<file path="src/rtl/riscv_pkg.sv">
// Shared RV32I definitions for the load/store path: funct3 encodings and
// helpers that decode access size, legality and word-boundary crossing.
package riscv_pkg;

  localparam int DATA_W = 32;

  typedef logic [2:0] funct3_t;

  localparam funct3_t F3_B  = 3'b000;
  localparam funct3_t F3_H  = 3'b001;
  localparam funct3_t F3_W  = 3'b010;
  localparam funct3_t F3_BU = 3'b100;
  localparam funct3_t F3_HU = 3'b101;

  // Access size in bytes (1, 2 or 4); only meaningful for legal funct3.
  function automatic logic [2:0] f3_size(funct3_t f3);
    case (f3[1:0])
      2'b00:   return 3'd1;
      2'b01:   return 3'd2;
      default: return 3'd4;
    endcase
  endfunction

  function automatic logic f3_legal(logic we, funct3_t f3);
    if (we) return (f3 == F3_B) || (f3 == F3_H) || (f3 == F3_W);
    return (f3 == F3_B) || (f3 == F3_H) || (f3 == F3_W) ||
           (f3 == F3_BU) || (f3 == F3_HU);
  endfunction

  function automatic logic crosses(logic [1:0] off, logic [2:0] size);
    return ({1'b0, off} + size) > 3'd4;
  endfunction

endpackage

</file>
<file path="src/rtl/load_store_unit_if.sv">
// Core request/response and data_memory port bundle of the load/store unit.
interface load_store_unit_if;
  import riscv_pkg::*;

  logic              req_valid;
  logic              req_we;
  logic [2:0]        funct3;
  logic [DATA_W-1:0] addr;
  logic [DATA_W-1:0] wdata;
  logic [DATA_W-1:0] rdata;
  logic              stall;
  logic              err;
  logic              mem_WE;
  logic [DATA_W-1:0] mem_A;
  logic [DATA_W-1:0] mem_WD;
  logic [DATA_W-1:0] mem_RD;

  // master: the core plus data_memory; slave: the load/store unit
  modport master (
    output req_valid, req_we, funct3, addr, wdata, mem_RD,
    input  rdata, stall, err, mem_WE, mem_A, mem_WD
  );

  modport slave (
    input  req_valid, req_we, funct3, addr, wdata, mem_RD,
    output rdata, stall, err, mem_WE, mem_A, mem_WD
  );

endinterface

</file>
<file path="src/rtl/load_store_unit_byte_lane_align.sv">
// Combinational lane steering: load extraction with sign/zero extension over a
// two-word window, and sub-word store merge into either word of that window.
module byte_lane_align
  import riscv_pkg::*;
(
  input  logic [1:0]        offset,
  input  logic [2:0]        size,
  input  logic              sext,
  input  logic              hi_half,
  input  logic [DATA_W-1:0] word_lo,
  input  logic [DATA_W-1:0] word_hi,
  input  logic [DATA_W-1:0] data,
  output logic [DATA_W-1:0] load_data,
  output logic [DATA_W-1:0] store_word
);

  logic [3:0]        size_mask;
  logic [7:0]        lane_mask;
  logic [63:0]       data_sh;
  logic [DATA_W-1:0] win;
  logic signed [7:0]  ld_b;
  logic signed [15:0] ld_h;
  logic [3:0]        wr_mask;
  logic [DATA_W-1:0] wr_data;
  logic [DATA_W-1:0] base;

  always_comb begin
    case (size)
      3'd1:    size_mask = 4'b0001;
      3'd2:    size_mask = 4'b0011;
      default: size_mask = 4'b1111;
    endcase
  end

  // Lanes 0..3 address the low word, lanes 4..7 the following word.
  assign lane_mask = {4'b0000, size_mask} << offset;
  assign data_sh   = {32'b0, data} << {offset, 3'b000};
  assign win       = 32'({word_hi, word_lo} >> {offset, 3'b000});

  assign ld_b = win[7:0];
  assign ld_h = win[15:0];

  always_comb begin
    case (size)
      3'd1:    load_data = sext ? $unsigned(32'(ld_b)) : {24'b0, win[7:0]};
      3'd2:    load_data = sext ? $unsigned(32'(ld_h)) : {16'b0, win[15:0]};
      default: load_data = win;
    endcase
  end

  assign wr_mask = hi_half ? lane_mask[7:4] : lane_mask[3:0];
  assign wr_data = hi_half ? data_sh[63:32] : data_sh[31:0];
  assign base    = hi_half ? word_hi : word_lo;

  always_comb begin
    store_word = base;
    for (int i = 0; i < 4; i++) begin
      if (wr_mask[i]) store_word[8*i +: 8] = wr_data[8*i +: 8];
    end
  end

endmodule

</file>
<file path="src/rtl/load_store_unit.sv">
// RV32I load/store unit: byte-addressed loads/stores onto a word memory with
// an async read port; word-crossing accesses are split over two cycles.
module load_store_unit
  import riscv_pkg::*;
#(
  parameter bit SUPPORT_MISALIGNED = 1'b1
) (
  input logic              clk,
  input logic              rst,
  load_store_unit_if.slave bus
);

  typedef enum logic {IDLE, SPLIT} state_t;

  state_t state_q, state_d;

  logic [DATA_W-1:0] addr_p1;
  funct3_t           f3_p1;
  logic              we_p1;
  logic [DATA_W-1:0] wdata_p1;
  logic [DATA_W-1:0] hold_p1;
  logic              latch_en;

  logic              in_split;
  logic              req_legal;
  logic              req_cross;
  logic [1:0]        al_off;
  funct3_t           al_f3;
  logic [DATA_W-1:0] al_data;
  logic [DATA_W-1:0] al_lo;
  logic [DATA_W-1:0] al_hi;
  logic [DATA_W-1:0] al_load;
  logic [DATA_W-1:0] al_store;

  logic [DATA_W-1:0] rdata;
  logic              stall;
  logic              err;
  logic              mem_we;
  logic [DATA_W-1:0] mem_a;
  logic [DATA_W-1:0] mem_wd;

  assign in_split  = (state_q == SPLIT);
  assign req_legal = f3_legal(bus.req_we, bus.funct3);
  assign req_cross = crosses(bus.addr[1:0], f3_size(bus.funct3));

  // In SPLIT the latched request drives the lanes; the window is the held
  // first-word bytes below the second word now on mem_RD.
  assign al_off  = in_split ? addr_p1[1:0] : bus.addr[1:0];
  assign al_f3   = in_split ? f3_p1 : bus.funct3;
  assign al_data = in_split ? wdata_p1 : bus.wdata;
  assign al_lo   = in_split ? hold_p1 : bus.mem_RD;
  assign al_hi   = in_split ? bus.mem_RD : '0;

  byte_lane_align u_align (
    .offset     (al_off),
    .size       (f3_size(al_f3)),
    .sext       (~al_f3[2]),
    .hi_half    (in_split),
    .word_lo    (al_lo),
    .word_hi    (al_hi),
    .data       (al_data),
    .load_data  (al_load),
    .store_word (al_store)
  );

  always_comb begin
    state_d  = state_q;
    latch_en = 1'b0;
    rdata    = '0;
    stall    = 1'b0;
    err      = 1'b0;
    mem_we   = 1'b0;
    mem_a    = {bus.addr[31:2], 2'b00};
    mem_wd   = bus.mem_RD;
    case (state_q)
      IDLE: begin
        if (bus.req_valid) begin
          if (!req_legal || (req_cross && !SUPPORT_MISALIGNED)) begin
            err = 1'b1;
          end else if (req_cross) begin
            stall    = 1'b1;
            latch_en = 1'b1;
            mem_we   = bus.req_we;
            mem_wd   = al_store;
            state_d  = SPLIT;
          end else if (bus.req_we) begin
            mem_we = 1'b1;
            mem_wd = al_store;
          end else begin
            rdata = al_load;
          end
        end
      end
      SPLIT: begin
        mem_a   = {addr_p1[31:2], 2'b00} + 32'd4;
        state_d = IDLE;
        if (we_p1) begin
          mem_we = 1'b1;
          mem_wd = al_store;
        end else begin
          rdata = al_load;
        end
      end
      default: state_d = IDLE;
    endcase
    if (!rst) begin
      rdata  = '0;
      stall  = 1'b0;
      err    = 1'b0;
      mem_we = 1'b0;
    end
  end

  // Stage boundary: first half of a split access latched for the second cycle
  always_ff @(posedge clk or negedge rst) begin
    if (!rst) begin
      state_q  <= IDLE;
      addr_p1  <= '0;
      f3_p1    <= '0;
      we_p1    <= 1'b0;
      wdata_p1 <= '0;
      hold_p1  <= '0;
    end else begin
      state_q <= state_d;
      if (latch_en) begin
        addr_p1  <= bus.addr;
        f3_p1    <= bus.funct3;
        we_p1    <= bus.req_we;
        wdata_p1 <= bus.wdata;
        hold_p1  <= bus.mem_RD & (32'hFFFF_FFFF << {bus.addr[1:0], 3'b000});
      end
    end
  end

  assign bus.rdata  = rdata;
  assign bus.stall  = stall;
  assign bus.err    = err;
  assign bus.mem_WE = mem_we;
  assign bus.mem_A  = mem_a;
  assign bus.mem_WD = mem_wd;

endmodule

</file>
<file path="src/flat_wrapper.sv">
// flat-port wrapper written by rule: the top's interface ports become plain ports
module load_store_unit_flat import riscv_pkg::*;
#(
  parameter bit SUPPORT_MISALIGNED = 1'b1
)
  (clk, rst, bus_req_valid, bus_req_we, bus_funct3, bus_addr, bus_wdata, bus_mem_RD, bus_rdata, bus_stall, bus_err, bus_mem_WE, bus_mem_A, bus_mem_WD);
  load_store_unit_if bus_i ();
  input logic clk;
  input logic rst;
  input wire logic [$bits(bus_i.req_valid)-1:0] bus_req_valid;
  input wire logic [$bits(bus_i.req_we)-1:0] bus_req_we;
  input wire logic [$bits(bus_i.funct3)-1:0] bus_funct3;
  input wire logic [$bits(bus_i.addr)-1:0] bus_addr;
  input wire logic [$bits(bus_i.wdata)-1:0] bus_wdata;
  input wire logic [$bits(bus_i.mem_RD)-1:0] bus_mem_RD;
  output wire logic [$bits(bus_i.rdata)-1:0] bus_rdata;
  output wire logic [$bits(bus_i.stall)-1:0] bus_stall;
  output wire logic [$bits(bus_i.err)-1:0] bus_err;
  output wire logic [$bits(bus_i.mem_WE)-1:0] bus_mem_WE;
  output wire logic [$bits(bus_i.mem_A)-1:0] bus_mem_A;
  output wire logic [$bits(bus_i.mem_WD)-1:0] bus_mem_WD;
  assign bus_i.req_valid = bus_req_valid;
  assign bus_i.req_we = bus_req_we;
  assign bus_i.funct3 = bus_funct3;
  assign bus_i.addr = bus_addr;
  assign bus_i.wdata = bus_wdata;
  assign bus_i.mem_RD = bus_mem_RD;
  assign bus_rdata = bus_i.rdata;
  assign bus_stall = bus_i.stall;
  assign bus_err = bus_i.err;
  assign bus_mem_WE = bus_i.mem_WE;
  assign bus_mem_A = bus_i.mem_A;
  assign bus_mem_WD = bus_i.mem_WD;
  load_store_unit #(.SUPPORT_MISALIGNED(SUPPORT_MISALIGNED)) u_core (.clk(clk), .rst(rst), .bus(bus_i));
endmodule
</file>
<file path="config.mk">
export PLATFORM = sky130hd
export DESIGN_NAME = load_store_unit_flat
export DESIGN_NICKNAME = d
export VERILOG_FILES = /design/src/rtl/riscv_pkg.sv /design/src/rtl/load_store_unit_if.sv /design/src/rtl/load_store_unit_byte_lane_align.sv /design/src/rtl/load_store_unit.sv /design/src/flat_wrapper.sv
export SDC_FILE = /design/constraint.sdc
export NUM_CORES = 1
export LEC_CHECK = 0
export ABC_CLOCK_PERIOD_IN_PS = 2850
export BUFFER_PORTS_ARGS = -buffer_cell sky130_fd_sc_hd__buf_2
export CAP_MARGIN = 20
export CORE_UTILIZATION = 50
export CTS_CLUSTER_DIAMETER = 120
export CTS_CLUSTER_SIZE = 12
export DETAILED_ROUTE_END_ITERATION = 10
export PLACE_DENSITY = 0.79
export SLEW_MARGIN = 15
export SYNTH_ARGS = -nofsm -noshare
export SYNTH_HDL_FRONTEND = slang
export SYNTH_SLANG_ARGS = --single-unit
</file>
<file path="constraint.sdc">
create_clock -name clk -period 2.85 [get_ports clk]
set_clock_uncertainty 0.2 [all_clocks]
set_input_delay 0.285 -clock clk [delete_from_list [all_inputs] [get_ports clk]]
set_output_delay 0.285 -clock clk [all_outputs]
set_load 0.05 [all_outputs]
</file>
==> impl_results.rst <==
.. list-table::
   :header-rows: 1

   * - Metric
     - Value
   * - Total internal power
     - 3.62 mW
   * - Floorplan Core Area
     - 15900 um^2
   * - Footprint of the multi-input gates
     - 6020 um^2
   * - Pin count of the biggest net entering global routing
     - 85
   * - Arithmetic-cell share of the synthesized area counting full adders, half adders and majority gates
     - 0.00552
   * - Count of yosys warnings during synthesis
     - 0
   * - Portion of total power attributed to sequential cells
     - 0.343
   * - Post-synthesis simple-gate area fraction
     - 0.255
   * - Via Count
     - 9669
   * - Switching share of power
     - 0.426
   * - Die ar.
     - around 17000 um^2
   * - Post-DRT Antenna Nets
     - 0
   * - Starting Density
     - 0.514
   * - Flop and latch count out of synthesis
     - 97
   * - Min-Delay Startpoint
     - bus_mem_RD[30]
   * - Hpwl dp
     - between 20000 and 25000 um
   * - Setup ws final
     - -0.310 ns
   * - Reported net switching power
     - about 2.7 mW
   * - Distinct cell type count after synthesis
     - 64
   * - Complex-gate fraction of the synthesized area
     - 0.171
   * - Post-route setup TNS
     - -6.27 ns
   * - Mean cell area of the mapped netlist
     - 7.74 um^2
   * - Required time at the worst-slack endpoint
     - 2.37 ns
   * - Combined buffer and inverter count along the critical path
     - 4
   * - Clock buffer count from CTS
     - 9
   * - Worst Setup Path Type
     - flip-flop to primary output
   * - Post-Layout Cell Count
     - 1560
   * - Remaining design rule violation count
     - 0
   * - DR WL met3
     - 3140 um
   * - Slowest stage cell, crit path
     - sky130_fd_sc_hd__a21oi_1
   * - I/O pin cnt
     - 202
   * - Final Slew Violations
     - 0
   * - Worst IR Drop VDD
     - 0.000407 V
   * - Transition at the pin with the smallest max-transition slack
     - 0.875 ns
   * - Final Hold Violating Endpoints
     - 0
   * - Routed vias/inst
     - just over 6
   * - Most used cell, CP
     - sky130_fd_sc_hd__buf_6
   * - Cell area after layout
     - 12200 um^2
   * - Maximum clock path buffer count
     - 2
   * - Buffers added on ports
     - 199
   * - Post-Syn Instances
     - 1054
   * - Final setup viols
     - 59
   * - Max-capacitance violation count
     - 0
   * - Post-layout nets
     - approximately 1400
   * - Die Height
     - 130 um
   * - Highest fanout seen on the critical path
     - 42
   * - Wire length the detailed router placed on met1
     - 12300 um
   * - Largest stage delay on the critical path
     - 0.54 ns
   * - Clock slew seen by the registers of the worst setup and hold paths
     - about 0.080 ns
   * - Top metal layer carrying routed signals
     - met4
   * - TritonCTS clock tree
     - built
   * - Async set-reset flop share out of synthesis
     - 1.00
   * - Total length of routed met2 wires
     - 15400 um
   * - Number of cell rows
     - 46
   * - Vias in the first global route
     - 8977
   * - Highest attainable clock frequency
     - 316 MHz
   * - Post-Synthesis Cell Area
     - roughly 8200 um^2
   * - X dimension of the die
     - 130 um
   * - Root Buffer
     - sky130_fd_sc_hd__clkbuf_16
   * - Combinational power share
     - 0.470
   * - Post-Place Worst Slack
     - -0.282 ns
   * - DRT Wirelength
     - roughly 33000 um
   * - Max_slew headroom
     - 0.416
   * - Number of DRC markers after the initial detailed-route iteration
     - 1093
   * - Number of placed cells counting well taps
     - between 1000 and 1500
   * - Violations in the final reports
     - setup timing
   * - Sequential element share of the synthesized area
     - 0.297
   * - Sum of internal, switching and leakage power
     - 6.31 mW
   * - Period utilization
     - 1.11
   * - Classification of the worst-slack hold path
     - input port to flip-flop
   * - RD Place Congestion
     - a little under 1
   * - Critical path launch point
     - u_core.in_split$_DFF_PN0_
   * - H-Tree Level Count
     - 3
   * - Ratio of cells with drive above 1 in the final layout
     - 0.348
   * - Combined flip-flop and latch cell area
     - 2430 um^2
   * - Element type at the critical path start
     - flip-flop
   * - Prevailing post-synth register cell
     - sky130_fd_sc_hd__dfrtp_1
   * - Tot GR Track Use
     - 0.379
   * - Area growth from synthesis to layout
     - 49.2%
   * - Family with the most delay on the worst path
     - buffers and inverters
   * - Antenna violations before repair
     - 1
   * - Placement Cell Area
     - a little over 10000 um^2
   * - Pwr/cell area
     - slightly above 500 nW/um^2
   * - Beginning of the worst register-to-register path
     - u_core.in_split$_DFF_PN0_
   * - Shortest clock period the worst path allows after layout
     - 3.16 ns
   * - Category of the worst setup path capture point
     - primary output
   * - Grt total ovfl
     - 0
   * - Routed wirelength normalized by instance count
     - 21.0 um
   * - Leakage power
     - 5.59 nW
   * - Main combinational cell family by area after synthesis
     - simple AND/OR/NAND/NOR gates
   * - Run status
     - complete, but fails checks
   * - Multiplexer fraction of the synthesized cell area
     - 0.185
   * - Number of iterations in the first detailed-routing pass
     - 6
   * - Fill cell instance count of the final layout
     - 1091
   * - Clock net sink count
     - 97
   * - Clock latency reported for the late side of the worst-skew pair
     - 0.36 ns
   * - Unrepaired setup endpoints after global routing
     - true
   * - Xor/xnor cell area share of the yosys netlist
     - 0.0311
   * - Global-route wire length before repair
     - around 48000 um
   * - Number of flops mapped to enable cells by yosys
     - 0
   * - Clock network fraction of design power
     - 0.187
   * - Worst path cell trace
     - buf_12 > buf_6 > nand2_1 > o21ai_1 > buf_4 > o21ai_0 > a21oi_1 > nor3_4 > buf_6
   * - Crit path DAT
     - 2.67 ns
==> registers in the layout (all words and copies together), names as in the netlist <==
register and count:
u_core.addr_p1 32, u_core.f3_p1 3, u_core.hold_p1 32, u_core.in_split 1, u_core.wdata_p1 28, u_core.we_p1 1
==> per-layer routing <==
metal / vias to the layer above / GRT usage
met5: - / 0
met4: 0 / 0.200
met3: 156 / 0.0750
met2: 654 / 0.612
met1: 4597 / 0.482
li1: 4262 / -
==> stage by stage <==
stage | util | hold slack, ns
2_1_floorplan | - | -0.211
3_3_place_gp | 0.636 | 0.0460
3_5_place_dp | 0.636 | 0.0485
4_1_cts | 0.742 | 0.00146
5_1_grt | 0.766 | 0.0167
6_report | 0.766 | 0.0118
==> final cells by class <==
| class | instances | area share |
|---|---|---|
| repair buffers | 355 | 0.255 |
| clock inverters | 5 | 0.00319 |
| flip-flops and latches | 97 | 0.200 |
| multi-input cells | 861 | 0.495 |
| diodes | 1 | 0.000206 |
| well taps | 216 | 0.0222 |
| clock buffers | 11 | 0.0199 |
| inverters | 14 | 0.00442 |
==> power groups by stage <==
stage          clock network (mW)  logic, mW  registers (mW)
2_1_floorplan                   0       1.91            2.03
3_3_place_gp                    0       2.49            2.14
3_5_place_dp                    0       2.54            2.16
4_1_cts                      1.19       2.80            2.14
5_1_grt                      1.25       3.15            2.21
6_report                     1.18       2.97            2.17
==> tightest hold or removal path: stages <==
cell and delay [ns]:
sky130_fd_sc_hd__buf_2 0.14, sky130_fd_sc_hd__nand2_1 0.06, sky130_fd_sc_hd__nand2_1 0.04
==> layout by cell type, fill, tap and decap left out, types with 9 or more instances in the layout <==
cell,instances
sky130_fd_sc_hd__a21oi_4,9
sky130_fd_sc_hd__dlygate4sd3_1,59
sky130_fd_sc_hd__clkbuf_16,15
sky130_fd_sc_hd__and2_1,12
sky130_fd_sc_hd__mux2_2,24
sky130_fd_sc_hd__buf_4,72
sky130_fd_sc_hd__nand3_1,38
sky130_fd_sc_hd__a22oi_1,12
sky130_fd_sc_hd__xor2_1,12
sky130_fd_sc_hd__nor2_1,53
sky130_fd_sc_hd__buf_2,126
sky130_fd_sc_hd__nor3_4,18
sky130_fd_sc_hd__inv_1,11
sky130_fd_sc_hd__a211oi_1,30
sky130_fd_sc_hd__dfrtp_1,94
sky130_fd_sc_hd__o22ai_1,10
sky130_fd_sc_hd__buf_6,53
sky130_fd_sc_hd__mux4_2,9
sky130_fd_sc_hd__buf_8,25
sky130_fd_sc_hd__nand2_1,300
sky130_fd_sc_hd__mux2i_1,69
sky130_fd_sc_hd__nor2b_1,16
sky130_fd_sc_hd__mux2_4,23
sky130_fd_sc_hd__a21oi_1,56
sky130_fd_sc_hd__o21ai_0,29
sky130_fd_sc_hd__xnor2_1,16
==> final timing paths <==
path,endpoint,slack [ns],cells past startpoint
worst max-delay path,bus_rdata[16],-0.31,9
worst min-delay path,u_core.hold_p1[30]$_DFFE_PN0P_,0.01,3
worst max register to register,u_core.hold_p1[1]$_DFFE_PN0P_,0.56,9
worst min register to register,u_core.hold_p1[6]$_DFFE_PN0P_,0.27,2
max in group asynchronous,u_core.in_split$_DFF_PN0_,0.96,3
min in group asynchronous,u_core.hold_p1[17]$_DFFE_PN0P_,0.21,2
==> cells by family (layout without fill, tap and decap cells) <==
kind of cell,Yosys count,in the layout
other,1,3
buffers and inverters,97,385
and+or+nand+nor,486,486
AOI/OAI and AO/OA,210,210
DFF,97,97
adders and majority gates,3,3
muxes,131,131
xor gates and xnor gates,29,29
==> synth_stat cells, drive strengths merged (3+ instances only) <==
cell type | instances | share of area
mux2 | 48 | 0.067
nand4 | 7 | 0.0054
inv | 13 | 0.0060
dfrtp | 97 | 0.30
nor3 | 22 | 0.014
xor2 | 12 | 0.013
nand3 | 38 | 0.023
o221a | 8 | 0.011
a211oi | 32 | 0.032
nand2b | 6 | 0.0046
nor2 | 55 | 0.025
o32ai | 6 | 0.0064
mux4 | 9 | 0.025
a31oi | 3 | 0.0023
nor2b | 18 | 0.014
o31ai | 3 | 0.0028
mux2i | 74 | 0.093
nor4 | 7 | 0.0054
clkbuf | 33 | 0.015
o21a | 8 | 0.0074
o21ai | 33 | 0.020
nand2 | 303 | 0.14
and3 | 6 | 0.0046
a221oi | 5 | 0.0075
xnor2 | 17 | 0.018
buf | 50 | 0.033
a22o | 6 | 0.0064
o22ai | 10 | 0.0077
and2 | 16 | 0.012
a22oi | 12 | 0.011
a21oi | 73 | 0.045
==> timing repair <==
action	CTS	global route
endpoints found under the setup margin	74	72
hold buffers	59	0
resized for setup	207	41
gates cloned	1	6
pin swaps	27	7
hold endpoints to repair	78	0
buffers inserted	9	9
No activity file was read; power rests on OpenSTA's default activity.
